**src/rtl/data_memory.sv**
```systemverilog
// Block data memory behind the data cache: 64 x 32-bit words with a fixed
// multi-cycle access latency exposed through a busywait handshake.
module data_memory #(
  parameter int unsigned LATENCY = 5
) (
  input  logic        clock,
  input  logic        reset,
  input  logic        read,
  input  logic        write,
  input  logic [5:0]  address,
  input  logic [31:0] writedata,
  output logic [31:0] readdata,
  output logic        busywait
);

  typedef enum logic [1:0] {
    IDLE,
    BUSY,
    DONE
  } state_t;

  localparam logic [3:0] CNT_LOAD = 4'(LATENCY - 1);

  state_t      state;
  state_t      next_state;
  logic [3:0]  cnt;
  logic [5:0]  req_addr;
  logic [31:0] req_data;
  logic        req_wr;
  logic        request;
  logic        commit;
  logic [31:0] mem [0:63];

  assign request = read | write;
  assign commit  = (state == BUSY) && (cnt == '0);

  // Gated by reset so the stall drops as soon as reset is asserted,
  // not only after the synchronous reset edge.
  assign busywait = reset && (((state == IDLE) && request) || (state == BUSY));

  always_comb begin
    next_state = state;
    case (state)
      IDLE:    if (request) next_state = BUSY;
      BUSY:    if (cnt == '0) next_state = DONE;
      DONE:    next_state = IDLE;
      default: next_state = IDLE;
    endcase
  end

  always_ff @(posedge clock) begin
    if (!reset) state <= IDLE;
    else        state <= next_state;
  end

  always_ff @(posedge clock) begin
    if (!reset) begin
      cnt      <= '0;
      readdata <= '0;
    end else begin
      case (state)
        IDLE: if (request) cnt <= CNT_LOAD;
        BUSY: begin
          if (cnt != '0)   cnt <= cnt - 4'd1;
          else if (!req_wr) readdata <= mem[req_addr];
        end
        default: ;
      endcase
    end
  end

  always_ff @(posedge clock) begin
    if (reset && (state == IDLE) && request) begin
      req_addr <= address;
      req_data <= writedata;
      req_wr   <= write;
    end
  end

  // Storage is never cleared; a reset edge during BUSY suppresses the commit.
  always_ff @(posedge clock) begin
    if (reset && commit && req_wr) mem[req_addr] <= req_data;
  end

endmodule
```
**config.mk**
```make
export PLATFORM = sky130hd
export DESIGN_NAME = data_memory
export DESIGN_NICKNAME = d
export VERILOG_FILES = /design/src/rtl/data_memory.sv
export SDC_FILE = /design/constraint.sdc
export NUM_CORES = 2
export LEC_CHECK = 0
export ABC_AREA = 1
export ABC_CLOCK_PERIOD_IN_PS = 3650
export CAP_MARGIN = 20
export CORE_AREA = 10 10 606 608
export CTS_CLUSTER_DIAMETER = 200
export DETAILED_ROUTE_END_ITERATION = 6
export DIE_AREA = 0 0 616 618
export PLACE_DENSITY = 0.43
export SYNTH_ARGS = -nofsm -noshare
export SYNTH_HDL_FRONTEND = slang
export SYNTH_SLANG_ARGS = --single-unit
export TNS_END_PERCENT = 10
```
**constraint.sdc**
```tcl
create_clock -name clock -period 3.65 [get_ports clock]
set_input_delay 0.73 -clock clock [delete_from_list [all_inputs] [get_ports clock]]
set_output_delay 0.73 -clock clock [all_outputs]
set_load 0.02 [all_outputs]
```
---- Yosys cells after proc, flatten, opt, wreduce, memory -nomap -nowiden ----
Memories as Yosys holds them, arrays and structs flattened. A register that Yosys moved wholly into a read port is not among the register bits.
Index checks and enable logic that the tools add are counted.
word-level totals
  bits in registers ....................... 45
  memories ................................ 1
  RAM bits ................................ 2,048
  output and inout bits ................... 33
  bits of input ports ..................... 42
  word-level logic and storage cells ...... 38
operators by class
  add/subtract/negate cells ............... 1
  equality and inequality tests ........... 4
  mux-type cells .......................... 8
  bitwise operators ....................... 3
  reductions and logical operators ........ 16
memories
  memory  depth  width  read ports  clocked after memory_dff  wr ports  RTL line  RTL
  mem     64     32     1           1                         1         32        logic [31:0] mem [0:63];
operators with widths
  operator                                                number
  two-way mux 4 bit                                       2
  case mux 4 bit (2 select lines)                         1
  logical AND 1 bit                                       7
  AND reduction 3 bit                                     2
  zero test 4 bit                                         1
  two-way mux 2 bit                                       2
  inequality test 2 x 1 -> 1 bit (second input constant)  2
  case mux 2 bit (2 select lines)                         1
  nonzero test 4 bit                                      1
  subtractor 4 x 1 -> 4 bit (second input constant)       1
  == test 2 x 1 -> 1 bit (second input constant)          1
  zero test 2 bit                                         1
  two-way mux 1 bit                                       2
  inequality test 2 bit (second input constant)           1
  inverter 1 bit                                          2
  AND reduction 2 bit                                     1
  nonzero test 2 bit                                      1
  zero test 1 bit                                         1
  logical OR 1 bit                                        1
  OR 1 bit                                                1

---- Longest topological paths before layout ----
  depth after elaboration ................. 6
  gate-level depth with buffers ........... 11
  gate-level depth less buffers ........... 9

---- Least setup slack after synthesis ----
Ideal clock, no wire load.
  path type ............................... input -> register
  start point ............................. input port reset
  end point ............................... memory mem[0][0], enable pin
  setup time .............................. 421 ps
  required time ........................... 3,229 ps
  slack ................................... 374 ps
  arrival time ............................ 2,855 ps
  buffers on the path ..................... 0
  stages .................................. 4
  cell sequence ........................... inv_1 > nor3b_2 > nand3_1 > nor2_1
on the way
  cells in the longest elaborated chain, start to end .. 4
RTL lines
  item                                     RTL line  RTL
  from (decl)                              7         input logic reset,
  logical AND 1 bit (2 in series)          82        if (reset && commit && req_wr) mem[req_addr] <= req_data;
  two-way mux 1 bit                        82
  two-way mux 1 bit (implied by the code)  82
  to (decl)                                32
No other way between the ends.

==> results.txt <==
----------------------------------------------------
[Yosys]
  Avg Synthesized Cell Area ... 11.2 µm²
  Synth cell types ... 24
  Post-Syn Nets ... slightly below 8000
  Total of flip-flops plus latches after synthesis ... 2125
  Number of instances in the synthesized netlist ... between 7000 and 8000
  Fraction of the yosys area taken by sequential cells ... 71.9%
  Netlist area before placement ... around 88000 µm²
  Count of yosys warnings during synthesis ... 0

[Global route]
  Met2 Use GR ... a little under a quarter
  Largest net degree at the start of global routing ... 93
  Met3 track utilization from global routing ... 1.67%
  Total overflow reported by the global router ... 0
  Number of global-route vias before repair ... 53516
  Initial antenna violation count ... 16
  Met1 routing resource usage after global routing ... 18.1%
  First-pass GRT wire length ... between 300000 and 400000 µm
  GRT Util Overall ... 13.5%
  Most congested layer reported by global routing ... met2

[Routing]
  Initial DRT Pass Iterations ... 5
  Remaining antenna violation count after routing ... 0
  DRC Markers ... 0
  DRT Wirelength ... 265000 µm
  Via count of the routed design ... 54985
  Detailed router's first-iteration violation count ... 4481
  Detail-routed via count per cell ... about 4.2
  Post-DR wirelength/cell ... 20.3 µm

[Placement]
  Global placement routability congestion ... between 0.7 and 0.8
  Placed Area ... between 90000 and 100000 µm²
  Detailed placer's ending HPWL ... 154000 µm
  Total instance count after detailed placement ... 12639
  Input/output buffers ... 74

[Outcome]
  Status ... finished clean

[Worst setup path]
  Type of the worst setup path ... reg2reg
  Critical path data arrival time ... 4.21 ns
  Largest fanout of any net on the critical path ... 77
  Most common cell on crit path ... sky130_fd_sc_hd__nand2_1
  Kind of capture point of the worst setup path ... flop
  Type of origin of the critical path ... flop
  Stage delay of the slowest cell on the critical path ... roughly 0.65 ns
  CP max-delay cell ... sky130_fd_sc_hd__nor2_1
  Series of cell instances along the critical path ... inv_8 > buf_12 > buf_4 > nand2_1 > nand3_1 > nand2_1 > o21ai_0 > nand2_1 > nor2_1 > a21oi_1
  Endpoint required time on the critical path ... 4.38 ns

[Pwr]
  Power per cell area ... 525 nW/µm²
  P_leak ... 40.8 nW
  Peak supply drop ... about 0.41 mV

[Layout]
  Most frequent cells in the layout ... sky130_fd_sc_hd__edfxtp_1, sky130_fd_sc_hd__nand2_1, sky130_fd_sc_hd__inv_1, sky130_fd_sc_hd__nand3_1, sky130_fd_sc_hd__nor2_1
  NumNets Final ... between 8000 and 9000
  Area of the multi-input gates ... 19000 µm²
  Fraction of final layout cells with drive strength greater than 1 ... 12.2%
  Number of fillers in the final layout ... between 30000 and 40000
  Final cell area excluding filler cells ... 104000 µm²
  Filler-free cell count of the finished design ... 13066
  Synth-to-Final Area Change ... 18.2%
  Footprint of the flip-flops and latches ... 63400 µm²
  Most common cell after layout, fill and taps aside ... sky130_fd_sc_hd__edfxtp_1

[Clock network]
  Clock tree from TritonCTS ... built
  Hold Buf Count CTS ... 0
  CTS Buf Count ... between 200 and 250
  Clk slew on worst S/H paths ... 0.06 ns
  Maximum buffer depth of the clock tree ... 4
  Sinks on Clock Net ... 2125
  Clock latency at the later pin of the worst-skew pair ... about 0.89 ns
  Clock H-tree levels ... 4
  Number of gates resized after cts ... 0
  Root buf cell ... sky130_fd_sc_hd__clkbuf_16
  Post-CTS repair timing setup buffer count ... 0

[Floorplanning]
  Starting density of the core ... 24.9%
  Floorplan die height ... between 600 and 700 µm
  I/O pin total ... 75
  Rows ... 219
  Die ar. ... between 300000 and 400000 µm²
  Chip width ... 616 µm
  Core ar. ... 355000 µm²

[Timing]
  Max Fclk ... 288 MHz
  Setup repair after global routing missed its margin ... false
  Transition time at the pin with the least slew margin ... 1.16 ns
  Tcrit/Tclk final ... 95.2%
  Pins over their slew limit ... 0
  Total negative slack for setup checks ... 0 ns
  Maximum clock skew at final layout ... 0.0536 ns
  Worst relative slew slack ... 21.6%
  Final period demand of the worst path ... 3.48 ns
  Final hold violation count ... 0
  Count of final setup violators ... 0
  Hold Slack ... 0.244 ns

[Hold path]
  HP Class ... in2reg

[Flow run]
  Maximum Capacitance Violations ... 0

----------------------------------------------------
[cells by family (layout without fill, tap and decap cells)]
family	count (synthesis)	in the layout	share of synthesized area [%]
other cells	0	6	0
buf+inv	1612	2040	7.27
compound gates	616	616	3.89
xor+xnor	1	1	0.00993
flops	2125	2125	71.9
simple gates	3526	3526	16.9
fa+ha+maj	1	1	0.0142
[worst max-delay path, delay by kind of cell (launching register included)]
| family | cells | cell delay (ns) |
|---|---|---|
| buffers and inverters | 3 | 1.12 |
| DFF | 1 | 0.63 |
| AOI/OAI and AO/OA | 2 | 0.29 |
| and+or+nand+nor | 5 | 1.12 |
[flip-flops by register name, summed over array words and instances (netlist names)]
name,flops
state,2
cnt,4
req_wr,1
req_addr,6
req_data,32
mem,2048
readdata,32
[cells in the mapped netlist]
cell type	instances	area [µm²]
sky130_fd_sc_hd__ha_1	1	12.5
sky130_fd_sc_hd__buf_4	12	90.1
sky130_fd_sc_hd__o211ai_1	141	1060
sky130_fd_sc_hd__nand4_1	1	6.26
sky130_fd_sc_hd__nor2_2	3	18.8
sky130_fd_sc_hd__nand2_1	1909	7170
sky130_fd_sc_hd__inv_2	3	11.3
sky130_fd_sc_hd__nor2_1	584	2190
sky130_fd_sc_hd__buf_1	22	82.6
sky130_fd_sc_hd__or2_2	320	2000
sky130_fd_sc_hd__inv_1	1236	4640
sky130_fd_sc_hd__dfxtp_1	38	761
sky130_fd_sc_hd__nor3b_2	1	12.5
sky130_fd_sc_hd__edfxtp_1	2087	62700
sky130_fd_sc_hd__a21oi_1	35	175
sky130_fd_sc_hd__clkinv_1	1	3.75
sky130_fd_sc_hd__o21ai_1	72	360
sky130_fd_sc_hd__nand3_1	700	3500
sky130_fd_sc_hd__buf_6	1	11.3
sky130_fd_sc_hd__clkbuf_1	85	319
sky130_fd_sc_hd__xor2_1	1	8.76
sky130_fd_sc_hd__buf_2	252	1260
sky130_fd_sc_hd__o21ai_0	368	1840
sky130_fd_sc_hd__nor3_1	8	40.0
[path summary, 6_finish.rpt]
| check | slack [ns] | from | endpoint | depth (start not counted) |
|---|---|---|---|---|
| min | 0.24 | reset | state[0]$_SDFFE_PN0P_ | 3 |
| max | 0.17 | req_addr[0]$_DFFE_PP_ | readdata[22]$_SDFFE_PN0P_ | 10 |
| min reg2reg | 0.48 | cnt[0]$_SDFFE_PN0P_ | cnt[0]$_SDFFE_PN0P_ | 2 |
| max reg2reg | 0.17 | req_addr[0]$_DFFE_PP_ | readdata[22]$_SDFFE_PN0P_ | 10 |
[where the power goes]
group          internal (mW)  total [mW]  switching, mW
registers               27.2        27.3          0.140
logic                   1.19        4.53           3.34
clock network           13.2        22.9           9.68
[layout make-up]
class                      count  share of cell area (%)
clock inverter                98                   0.870
clock buffer                 323                    6.13
timing repair buffer         379                    3.85
sequential                  2125                    60.8
antenna                        6                  0.0144
tap                         4751                    5.70
inverter                    1240                    4.47
multi-input combinational   4144                    18.2
[layer usage]
layer  vias to the layer above  share of wire, %  wire length [µm]
met5                         -                 0                 0
met1                     27172                46            121000
met3                       340               3.9             10400
met2                      1050                48            127000
met4                         0               2.7              7070
li1                      26423                 -                 -
[metrics by stage]
stage | power (mW) | util (%) | setup slack [ns]
final | 54.8 | 29.4 | 0.175
after CTS | 55.5 | 29.4 | 0.222
after global routing | 56.8 | 29.4 | 0.144
after floorplan | 30.2 | - | 0.374
after detailed placement | 32.5 | 27.3 | 0.248
after global placement | 32.4 | 27.3 | 0.245
No activity file was read; power rests on OpenSTA's default activity.
